===== src/rtl/cpu_ex_muldiv_if.sv =====
// Request/response bundle between the EX stage and the multiply/divide unit.
// Covers the operation handshake, the HI/LO read port and the completion pulses.
interface cpu_ex_muldiv_if #(
    parameter int unsigned XLEN = 32
);
    logic            flush;
    logic            op_valid;
    logic [2:0]      op;
    logic [XLEN-1:0] a;
    logic [XLEN-1:0] b;
    logic            op_ready;
    logic            busy;
    logic            rd_req;
    logic            rd_sel;
    logic [XLEN-1:0] rd_data;
    logic            stall_req;
    logic [XLEN-1:0] hi;
    logic [XLEN-1:0] lo;
    logic            done;
    logic            div_zero;

    modport master (
        output flush, op_valid, op, a, b, rd_req, rd_sel,
        input  op_ready, busy, rd_data, stall_req, hi, lo, done, div_zero
    );

    modport slave (
        input  flush, op_valid, op, a, b, rd_req, rd_sel,
        output op_ready, busy, rd_data, stall_req, hi, lo, done, div_zero
    );
endinterface


===== src/rtl/cpu_ex_muldiv.sv =====
// EX-stage multiply/divide unit owning the HI/LO registers: fixed-latency multiply,
// restoring divide (one bit per cycle plus sign fixup), MTHI/MTLO and pipeline flush.
module cpu_ex_muldiv #(
    parameter int unsigned XLEN    = 32,
    parameter int unsigned MUL_LAT = 3
) (
    input logic                 clk,
    input logic                 clr_n,
    cpu_ex_muldiv_if.slave      bus
);
    localparam int unsigned CNT_W = $clog2(XLEN + 1);
    localparam int unsigned PRD_W = 2 * XLEN;

    localparam logic [2:0] OP_MULT  = 3'd1;
    localparam logic [2:0] OP_MULTU = 3'd2;
    localparam logic [2:0] OP_DIV   = 3'd3;
    localparam logic [2:0] OP_DIVU  = 3'd4;
    localparam logic [2:0] OP_MTHI  = 3'd5;
    localparam logic [2:0] OP_MTLO  = 3'd6;

    typedef enum logic [1:0] {
        S_IDLE = 2'd0,
        S_MUL  = 2'd1,
        S_DIV  = 2'd2
    } state_e;

    state_e            state_q, state_d;
    logic [CNT_W-1:0]  cnt_q, cnt_d;
    logic [XLEN-1:0]   opa_q, opa_d;
    logic [XLEN-1:0]   opb_q, opb_d;
    logic [XLEN-1:0]   rem_q, rem_d;
    logic              sgn_q, sgn_d;
    logic              q_neg_q, q_neg_d;
    logic              r_neg_q, r_neg_d;
    logic [XLEN-1:0]   hi_q, hi_d;
    logic [XLEN-1:0]   lo_q, lo_d;
    logic              done_q, done_d;
    logic              dz_q, dz_d;

    logic              accept;
    logic              div_signed;
    logic [PRD_W-1:0]  mul_a_ext;
    logic [PRD_W-1:0]  mul_b_ext;
    logic [PRD_W-1:0]  product;
    logic [XLEN:0]     div_shift;
    logic [XLEN:0]     div_diff;

    function automatic logic [XLEN-1:0] neg(input logic [XLEN-1:0] x);
        return ~x + XLEN'(1);
    endfunction

    // Sign- or zero-extend to full width so one unsigned multiply serves both MULT and MULTU
    assign mul_a_ext = sgn_q ? {{XLEN{opa_q[XLEN-1]}}, opa_q} : {{XLEN{1'b0}}, opa_q};
    assign mul_b_ext = sgn_q ? {{XLEN{opb_q[XLEN-1]}}, opb_q} : {{XLEN{1'b0}}, opb_q};
    assign product   = mul_a_ext * mul_b_ext;

    // Restoring step: opa_q shifts dividend bits out and quotient bits in
    assign div_shift = {rem_q, opa_q[XLEN-1]};
    assign div_diff  = div_shift - {1'b0, opb_q};

    assign accept     = bus.op_valid && (state_q == S_IDLE) && !bus.flush;
    assign div_signed = (bus.op == OP_DIV);

    always_ff @(posedge clk) begin
        if (!clr_n) begin
            state_q <= S_IDLE;
            cnt_q   <= '0;
            opa_q   <= '0;
            opb_q   <= '0;
            rem_q   <= '0;
            sgn_q   <= 1'b0;
            q_neg_q <= 1'b0;
            r_neg_q <= 1'b0;
            hi_q    <= '0;
            lo_q    <= '0;
            done_q  <= 1'b0;
            dz_q    <= 1'b0;
        end else begin
            state_q <= state_d;
            cnt_q   <= cnt_d;
            opa_q   <= opa_d;
            opb_q   <= opb_d;
            rem_q   <= rem_d;
            sgn_q   <= sgn_d;
            q_neg_q <= q_neg_d;
            r_neg_q <= r_neg_d;
            hi_q    <= hi_d;
            lo_q    <= lo_d;
            done_q  <= done_d;
            dz_q    <= dz_d;
        end
    end

    always_comb begin
        state_d = state_q;
        cnt_d   = cnt_q;
        opa_d   = opa_q;
        opb_d   = opb_q;
        rem_d   = rem_q;
        sgn_d   = sgn_q;
        q_neg_d = q_neg_q;
        r_neg_d = r_neg_q;
        hi_d    = hi_q;
        lo_d    = lo_q;
        done_d  = 1'b0;
        dz_d    = 1'b0;

        case (state_q)
            S_IDLE: begin
                if (accept) begin
                    case (bus.op)
                        OP_MULT, OP_MULTU: begin
                            opa_d   = bus.a;
                            opb_d   = bus.b;
                            sgn_d   = (bus.op == OP_MULT);
                            cnt_d   = CNT_W'(MUL_LAT - 1);
                            state_d = S_MUL;
                        end
                        OP_DIV, OP_DIVU: begin
                            if (bus.b == '0) begin
                                lo_d   = '1;
                                hi_d   = bus.a;
                                done_d = 1'b1;
                                dz_d   = 1'b1;
                            end else begin
                                opa_d   = (div_signed && bus.a[XLEN-1]) ? neg(bus.a) : bus.a;
                                opb_d   = (div_signed && bus.b[XLEN-1]) ? neg(bus.b) : bus.b;
                                rem_d   = '0;
                                q_neg_d = div_signed && (bus.a[XLEN-1] ^ bus.b[XLEN-1]);
                                r_neg_d = div_signed && bus.a[XLEN-1];
                                cnt_d   = CNT_W'(XLEN);
                                state_d = S_DIV;
                            end
                        end
                        OP_MTHI: hi_d = bus.a;
                        OP_MTLO: lo_d = bus.a;
                        default: ;
                    endcase
                end
            end

            S_MUL: begin
                if (bus.flush) begin
                    cnt_d   = '0;
                    state_d = S_IDLE;
                end else if (cnt_q == '0) begin
                    {hi_d, lo_d} = product;
                    done_d       = 1'b1;
                    state_d      = S_IDLE;
                end else begin
                    cnt_d = cnt_q - CNT_W'(1);
                end
            end

            S_DIV: begin
                if (bus.flush) begin
                    cnt_d   = '0;
                    state_d = S_IDLE;
                end else if (cnt_q != '0) begin
                    if (!div_diff[XLEN]) begin
                        rem_d = div_diff[XLEN-1:0];
                        opa_d = {opa_q[XLEN-2:0], 1'b1};
                    end else begin
                        rem_d = div_shift[XLEN-1:0];
                        opa_d = {opa_q[XLEN-2:0], 1'b0};
                    end
                    cnt_d = cnt_q - CNT_W'(1);
                end else begin
                    // Sign fixup cycle: magnitudes back to signed results
                    lo_d    = q_neg_q ? neg(opa_q) : opa_q;
                    hi_d    = r_neg_q ? neg(rem_q) : rem_q;
                    done_d  = 1'b1;
                    state_d = S_IDLE;
                end
            end

            default: begin
                state_d = S_IDLE;
                cnt_d   = '0;
            end
        endcase
    end

    assign bus.op_ready  = (state_q == S_IDLE);
    assign bus.busy      = (state_q == S_MUL) || (state_q == S_DIV);
    assign bus.hi        = hi_q;
    assign bus.lo        = lo_q;
    assign bus.done      = done_q;
    assign bus.div_zero  = dz_q;
    assign bus.rd_data   = bus.rd_sel ? hi_q : lo_q;
    assign bus.stall_req = bus.rd_req && bus.busy;
endmodule


===== src/flat_wrapper.sv =====
// flat-port wrapper written by rule: the top's interface ports become plain ports
module cpu_ex_muldiv_flat 
#(
    parameter int unsigned XLEN    = 32,
    parameter int unsigned MUL_LAT = 3
)
  (clk, clr_n, bus_flush, bus_op_valid, bus_op, bus_a, bus_b, bus_rd_req, bus_rd_sel, bus_op_ready, bus_busy, bus_rd_data, bus_stall_req, bus_hi, bus_lo, bus_done, bus_div_zero);
  cpu_ex_muldiv_if #(.XLEN(XLEN)) bus_i ();
  input logic clk;
  input logic clr_n;
  input wire logic [$bits(bus_i.flush)-1:0] bus_flush;
  input wire logic [$bits(bus_i.op_valid)-1:0] bus_op_valid;
  input wire logic [$bits(bus_i.op)-1:0] bus_op;
  input wire logic [$bits(bus_i.a)-1:0] bus_a;
  input wire logic [$bits(bus_i.b)-1:0] bus_b;
  input wire logic [$bits(bus_i.rd_req)-1:0] bus_rd_req;
  input wire logic [$bits(bus_i.rd_sel)-1:0] bus_rd_sel;
  output wire logic [$bits(bus_i.op_ready)-1:0] bus_op_ready;
  output wire logic [$bits(bus_i.busy)-1:0] bus_busy;
  output wire logic [$bits(bus_i.rd_data)-1:0] bus_rd_data;
  output wire logic [$bits(bus_i.stall_req)-1:0] bus_stall_req;
  output wire logic [$bits(bus_i.hi)-1:0] bus_hi;
  output wire logic [$bits(bus_i.lo)-1:0] bus_lo;
  output wire logic [$bits(bus_i.done)-1:0] bus_done;
  output wire logic [$bits(bus_i.div_zero)-1:0] bus_div_zero;
  assign bus_i.flush = bus_flush;
  assign bus_i.op_valid = bus_op_valid;
  assign bus_i.op = bus_op;
  assign bus_i.a = bus_a;
  assign bus_i.b = bus_b;
  assign bus_i.rd_req = bus_rd_req;
  assign bus_i.rd_sel = bus_rd_sel;
  assign bus_op_ready = bus_i.op_ready;
  assign bus_busy = bus_i.busy;
  assign bus_rd_data = bus_i.rd_data;
  assign bus_stall_req = bus_i.stall_req;
  assign bus_hi = bus_i.hi;
  assign bus_lo = bus_i.lo;
  assign bus_done = bus_i.done;
  assign bus_div_zero = bus_i.div_zero;
  cpu_ex_muldiv #(.XLEN(XLEN), .MUL_LAT(MUL_LAT)) u_core (.clk(clk), .clr_n(clr_n), .bus(bus_i));
endmodule

===== config.mk =====
export PLATFORM = sky130hd
export DESIGN_NAME = cpu_ex_muldiv_flat
export DESIGN_NICKNAME = d
export VERILOG_FILES = /design/src/rtl/cpu_ex_muldiv_if.sv /design/src/rtl/cpu_ex_muldiv.sv /design/src/flat_wrapper.sv
export SDC_FILE = /design/constraint.sdc
export NUM_CORES = 2
export LEC_CHECK = 0
export BUFFER_PORTS_ARGS = -buffer_cell sky130_fd_sc_hd__buf_2
export CORE_MARGIN = 1
export CORE_UTILIZATION = 55
export DETAILED_ROUTE_END_ITERATION = 7
export GPL_TIMING_DRIVEN = 0
export HOLD_SLACK_MARGIN = 0.05
export PLACE_DENSITY = 0.68
export SLEW_MARGIN = 10
export SYNTH_ARGS = -nofsm -noshare
export SYNTH_HDL_FRONTEND = slang
export SYNTH_SLANG_ARGS = --single-unit
export TNS_END_PERCENT = 20

===== constraint.sdc =====
create_clock -name clk -period 11.1 [get_ports clk]
set_clock_uncertainty 0.05 [all_clocks]
set_input_delay 1.11 -clock clk [delete_from_list [all_inputs] [get_ports clk]]
set_output_delay 1.11 -clock clk [all_outputs]
set_load 0.02 [all_outputs]

* Word-level counts from Yosys, hierarchy flattened
Index checks and enable logic that the tools add are counted.
Storage, ports and cells: register bits after elaboration 173, output and inout bits 101, logic and storage cells 141
Operators by class: add/sub/neg operators 6, multiply operators 1, equality and inequality tests 26, mux-type cells 63, bitwise logic cells 6, reduce and logical (&&, ||, !) cells 27
Operators with widths (count):
- 32-bit two-way mux | 28
- 32-bit one-hot mux with 2 select lines | 6
- 32-bit one-hot mux with 3 select lines | 2
- 32-bit by 1-bit adder with 32-bit output (second input constant) | 4
- 64-bit two-way mux | 2
- 32-bit NOT | 4
- 64-bit by 64-bit multiplier with 64-bit output | 1
- 6-bit two-way mux | 6
- 33-bit by 32-bit subtractor with 33-bit output | 1
- 32-bit logical NOT | 1
- 6-bit one-hot mux with 3 select lines | 1
- 8-bit AND reduction | 2
- 2-bit two-way mux | 6
- 6-bit one-hot mux with 2 select lines | 1
- 6-bit AND reduction | 2
- 2-bit inequality test (second input constant) | 5
- 5-bit AND reduction | 2
- 3-bit equality test (second input constant) | 3
- 3-bit by 1-bit inequality test with 1-bit output (second input constant) | 3
- 3-bit by 2-bit inequality test with 1-bit output (second input constant) | 3
- 3-bit inequality test (second input constant) | 3
- 1-bit two-way mux | 8
- 2-bit by 1-bit inequality test with 1-bit output (second input constant) | 4
- 4-bit AND reduction | 2
- other kinds (21) | 29

* Logic depth before layout (Yosys ltp)
depth in word-level cells 7, mapped depth 36, depth with buffers taken out 33

* Worst setup path before layout
OpenSTA, ideal clock, no wires.
kind flip-flop to flip-flop, from reg u_core.opa_q[31], to reg u_core.hi_q[28] (netlist: u_core.bus.hi[28]), setup time 0.092 ns, data arrival time 9.293 ns, required time 10.958 ns, slack 1.665 ns, stages on the path, launching flop included 30, period minus slack after synthesis 9.435 ns, path through dfxtp_1 -> and2_1 -> clkbuf_1 -> clkbuf_1 -> nand2_1 -> fa_1 -> inv_1 -> fa_1 -> fa_1 -> inv_1 -> fa_1 -> inv_1 -> fa_1 -> fa_1 -> fa_1 -> fa_1 -> fa_1 -> inv_1 -> fa_1 -> inv_1 -> ha_1 -> clkbuf_1 -> nand4_1 -> or3_1 -> or4_1 -> a21oi_1 -> o31ai_1 -> o21a_1 -> xor2_1 -> o32ai_1
Between the ends: word-level cells in the longest chain between the ends 5
RTL lines:
- start, declared | line cpu_ex_muldiv.sv:29 | logic [XLEN-1:0] opa_q, opa_d;
- start signal, assigned | line cpu_ex_muldiv.sv:81 | opa_q <= opa_d;
- 64-bit two-way mux | line cpu_ex_muldiv.sv:53 | assign mul_a_ext = sgn_q ? {{XLEN{opa_q[XLEN-1]}}, opa_q} : {{XLEN{1'b0}}, opa_q};
- 64-bit by 64-bit multiplier with 64-bit output | line cpu_ex_muldiv.sv:55 | assign product = mul_a_ext * mul_b_ext;
- 32-bit two-way mux | line cpu_ex_muldiv.sv:146 | end else if (cnt_q == '0) begin
- 32-bit two-way mux | line cpu_ex_muldiv.sv:143 | if (bus.flush) begin
- 32-bit one-hot mux with 3 select lines | line cpu_ex_muldiv.sv:108 | case (state_q)
- end signal, assigned | line cpu_ex_muldiv.sv:87 | hi_q <= hi_d;
- end, declared | line cpu_ex_muldiv.sv:35 | logic [XLEN-1:0] hi_q, hi_d;
Every way passes these cells. The select of a mux whose other input is x is not followed. A chain may end at the register's enable or synchronous reset.

* Final worst setup path
from reg u_core.opa_q[30], to reg u_core.hi_q[19] (netlist: u_core.bus.hi[19])
Same word-level chain as after synthesis.

==> results.yml <==
min_path:
  min_to: "u_core.bus.lo[23]"
  hold_class: "flip-flop to flip-flop"
  worstHoldStart: "u_core.bus.lo[23]"
  whs_path_depth: 2
sta:
  hold_viol: 0
  rsz0062_at_grt: "true"
  worst_pin_slew_ns: 1.515
  fin_crit_sh_pct: 100.5
  fin_ws_ns: -0.05235
  maxSlewViolCount: 5
  period_needed_ns: 11.15
  max_freq_mhz: 89.67
  slew-limit-headroom_pct: -0.9671
  finalSetupViolations: 2
clock_tree:
  cts_hold_buf: 0
  path_clk_slew_ns: 0.08
  clk_path_buf_depth: 2
  cts_tree: "yes"
  clock_latency_ns: 0.49
  root_buffer: "clkbuf_16"
  htree_num_levels: 4
  cts_sinks: 173
  cts_made_buffers: 17
worst_setup_path:
  reg2regPathDepth: 28
  crit_required_ns: 11.37
  cp-end-kind: "flip-flop"
  r2r_end: "u_core.bus.hi[19]"
  crit_fanout: 10
  critPathLaunchType: "flip-flop"
  cp_num_buf_inv: 9
  path_delay_family: "adder cells"
  critPathKind: "flip-flop to flip-flop"
  slowest_stage: "dfxtp_1"
  crit_top_cell: "fa_1"
  r2r_setup_slack_ns: -0.05
  arrival_ns: 11.42
  rr_startpoint: "u_core.opa_q[30]"
  cp-startpoint: "u_core.opa_q[30]"
  max_stage_delay_ns: 0.99
synth:
  ys_async_sr_fraction_pct: 0
  yosysWarnings: 0
  synth_cell_types: 93
  synth_nets: 8744
  ys_seq_area_share_pct: 5.691
  syn-cell-area_mm2: 0.06086
  synth_edf_count: 0
  ys_ff_latch: 173
  syn_inst: 6900
  syn_area_per_cell_um2: 8.820
  synth_top_flop_cell: "dfxtp_1"
cells_and_area:
  n_fill_cell: 10100
  area_growth_syn_to_layout_pct: 5.905
  final_cells: 8596
  regArea_mm2: 0.003465
  multi_input_area_mm2: 0.04989
  drive_above_1_share_pct: 5.245
  final_core_util_pct: 58.96
  nets: 8924
global_route:
  grt_use_total_pct: 49.46
  antenna_found_initial: 32
  grt_max_degree: 22
  grt_pass1_vias: 53830
  gr-total-overflow: 0
  grt_first_pass_wirelength_mm: 384.3
placed_design:
  place.port_buffers: 166
  place_inst: 8546
  globalplace.congestion: 1.097
  dp_hpwl_mm: 226.7
  pre_cts_ws_ns: -1.082
power_and_ir_drop:
  power_frac_seq_pct: 29.2
  p_sw_w: 0.001115
  p_clk_share_pct: 28.0
  irDropWorstVdd_mv: 0.1073
  p_per_area_mw_per_mm2: 36.71
  p_comb_share_pct: 42.9
  intPower_w: 0.001252
  p_leak_nw: 32.36
  switching_share_pct: 47.11
detailed_routing:
  wl_per_cell_um: 31.44
  finalWirelength_mm: 270.3
  first_pass_iters: 6
  drc_errors: 0
  vias: 52460
  ant_nets: 0
  routed_via_density: 6.103
  drt-initial-drc-count: 5695
die:
  row_count: 121
  num_io_pins: 174
  die_x_um: 334.6
  core_area_mm2: 0.1093
  die-area_mm2: 0.1120
  die_h_um: 334.6
  initial_core_util_pct: 55.68
flow_run:
  maxCapViolations: 1
status:
  violations: "max-capacitance violations, max-slew violations, negative setup slack"
  status: "finished, violations left"
## layout make-up
type                            count  area share, %
Multi-Input combinational cell   4724          77.40
Inverter                         1613          9.396
Sequential cell                   173          5.376
Tap cell                         1476          2.865
Buffer                            380          2.512
Timing Repair Buffer              171          1.402
Clock buffer                       19         0.7028
Clock inverter                     13         0.2407
Antenna cell                       27         0.1048
## registers in the layout (all words and copies together) (netlist names)
name,cells
u_core.bus.lo,32
u_core.opb_q,32
u_core.bus.done,1
u_core.cnt_q,6
u_core.bus.div_zero,1
u_core.rem_q,32
u_core.opa_q,32
u_core.r_neg_q,1
u_core.state_q,2
u_core.bus.hi,32
u_core.sgn_q,1
u_core.q_neg_q,1
## cell usage after synthesis (all sizes together), types with 15 or more instances
cell / count / share of area, %
xnor2: 172 / 2.5
inv: 1612 / 9.9
nand4: 30 / 0.31
o21bai: 15 / 0.19
nor3: 49 / 0.40
dfxtp: 173 / 5.7
or3: 28 / 0.29
and2: 504 / 5.2
a31oi: 23 / 0.26
a211oi: 45 / 0.56
a21oi: 226 / 1.9
mux2: 34 / 0.63
mux2i: 27 / 0.44
o31ai: 45 / 0.58
fa: 1420 / 47
ha: 351 / 7.2
or4: 17 / 0.21
buf: 52 / 0.37
o41ai: 16 / 0.24
nor2: 287 / 1.8
nor4: 15 / 0.20
o21ai: 185 / 1.5
xor2: 71 / 1.0
nand2b: 15 / 0.15
o211ai: 32 / 0.39
a21o: 63 / 0.78
o21a: 27 / 0.33
clkbuf: 338 / 2.1
nand3: 42 / 0.35
nand2: 749 / 4.6
a221oi: 17 / 0.24
and3: 28 / 0.29
## how the worst max path moves through the flow
stage	end	slack, ns	cells past startpoint
final	u_core.bus.hi[19]	-0.05	28
after global routing	u_core.bus.hi[19]	-0.06	29
after CTS	u_core.bus.hi[6]	-0.05	32
after detailed placement	u_core.bus.hi[26]	-1.08	29
after global placement	u_core.bus.hi[26]	-1.10	29
after floorplan	u_core.bus.hi[28]	1.67	29
## per-stage QoR
stage	instance area (µm²)	setup TNS [ns]	hold WS [ns]	power, W
after floorplan	60860	0	0.4102	0.001212
after global placement	63530	-18.57	0.4017	0.001647
after detailed placement	63630	-8.106	0.4086	0.001651
after CTS	64320	-0.06610	0.4206	0.002308
after global routing	64390	-0.07140	0.4396	0.002416
final	64450	-0.07260	0.4210	0.002366
## routing by layer
layer	GRT usage (%)	share of wire [%]	vias up
met5	0	0.051	-
met4	35.50	9.2	20
li1	-	-	21210
met3	18.89	14	967
met2	70.38	41	3858
met1	61.50	36	26410
## kinds of logic after synthesis
kind of cell | count (synthesis) | synth area share (%)
compound gates | 819 | 8.775
xor+xnor | 243 | 3.497
mux | 61 | 1.073
flops | 173 | 5.691
fa+ha+maj | 1775 | 53.99
simple gates | 1826 | 14.57
buf+inv | 2003 | 12.40
## cell usage in the layout (no fill, tap or decap), types with 26 or more instances in the layout
cell,Yosys,final
o21ai_0,179,179
buf_2,9,178
xor2_1,71,71
ha_1,351,351
fa_1,1420,1419
diode_2,0,27
and3_1,28,28
o31ai_1,44,43
buf_1,39,26
clkbuf_2,0,57
xnor2_1,172,171
a21oi_1,225,224
o21a_1,27,27
mux2i_1,27,27
nand4_1,30,30
clkbuf_1,338,266
and2_1,504,503
a21o_1,63,63
nor3_1,49,48
o211ai_1,32,32
nor2_1,287,284
dfxtp_1,173,172
mux2_2,34,34
inv_1,1611,1610
nand3_1,42,42
nand2_1,748,747
or3_1,28,28
a211oi_1,45,44
## worst register-to-register path, delay by kind of cell, from the launching register on
kind | cells | cell delay (ns)
AO/OA/AOI/OAI | 3 | 1.21
XOR/XNOR | 1 | 0.42
buffers and inverters | 9 | 1.93
AND/OR/NAND/NOR | 4 | 1.17
adder cells (fa/ha/maj) | 11 | 5.23
flip-flops | 1 | 0.99
## power groups by stage
stage	clock [W]	sequential, W	combinational (W)
after floorplan	0	0.000690	0.000522
after global routing	0.000679	0.000689	0.00105
final	0.000662	0.000690	0.00101
after CTS	0.000661	0.000682	0.000964
after detailed placement	0	0.000695	0.000956
after global placement	0	0.000695	0.000952
## timing repair
item | 4_1_cts | 5_1_grt
gates resized for setup | 37 | 104
pin swaps | 0 | 1
setup endpoints to repair | 23 | 21
gates cloned | 0 | 0
buffers inserted | 0 | 1
Note: power is estimated with default switching activity, not from simulation.
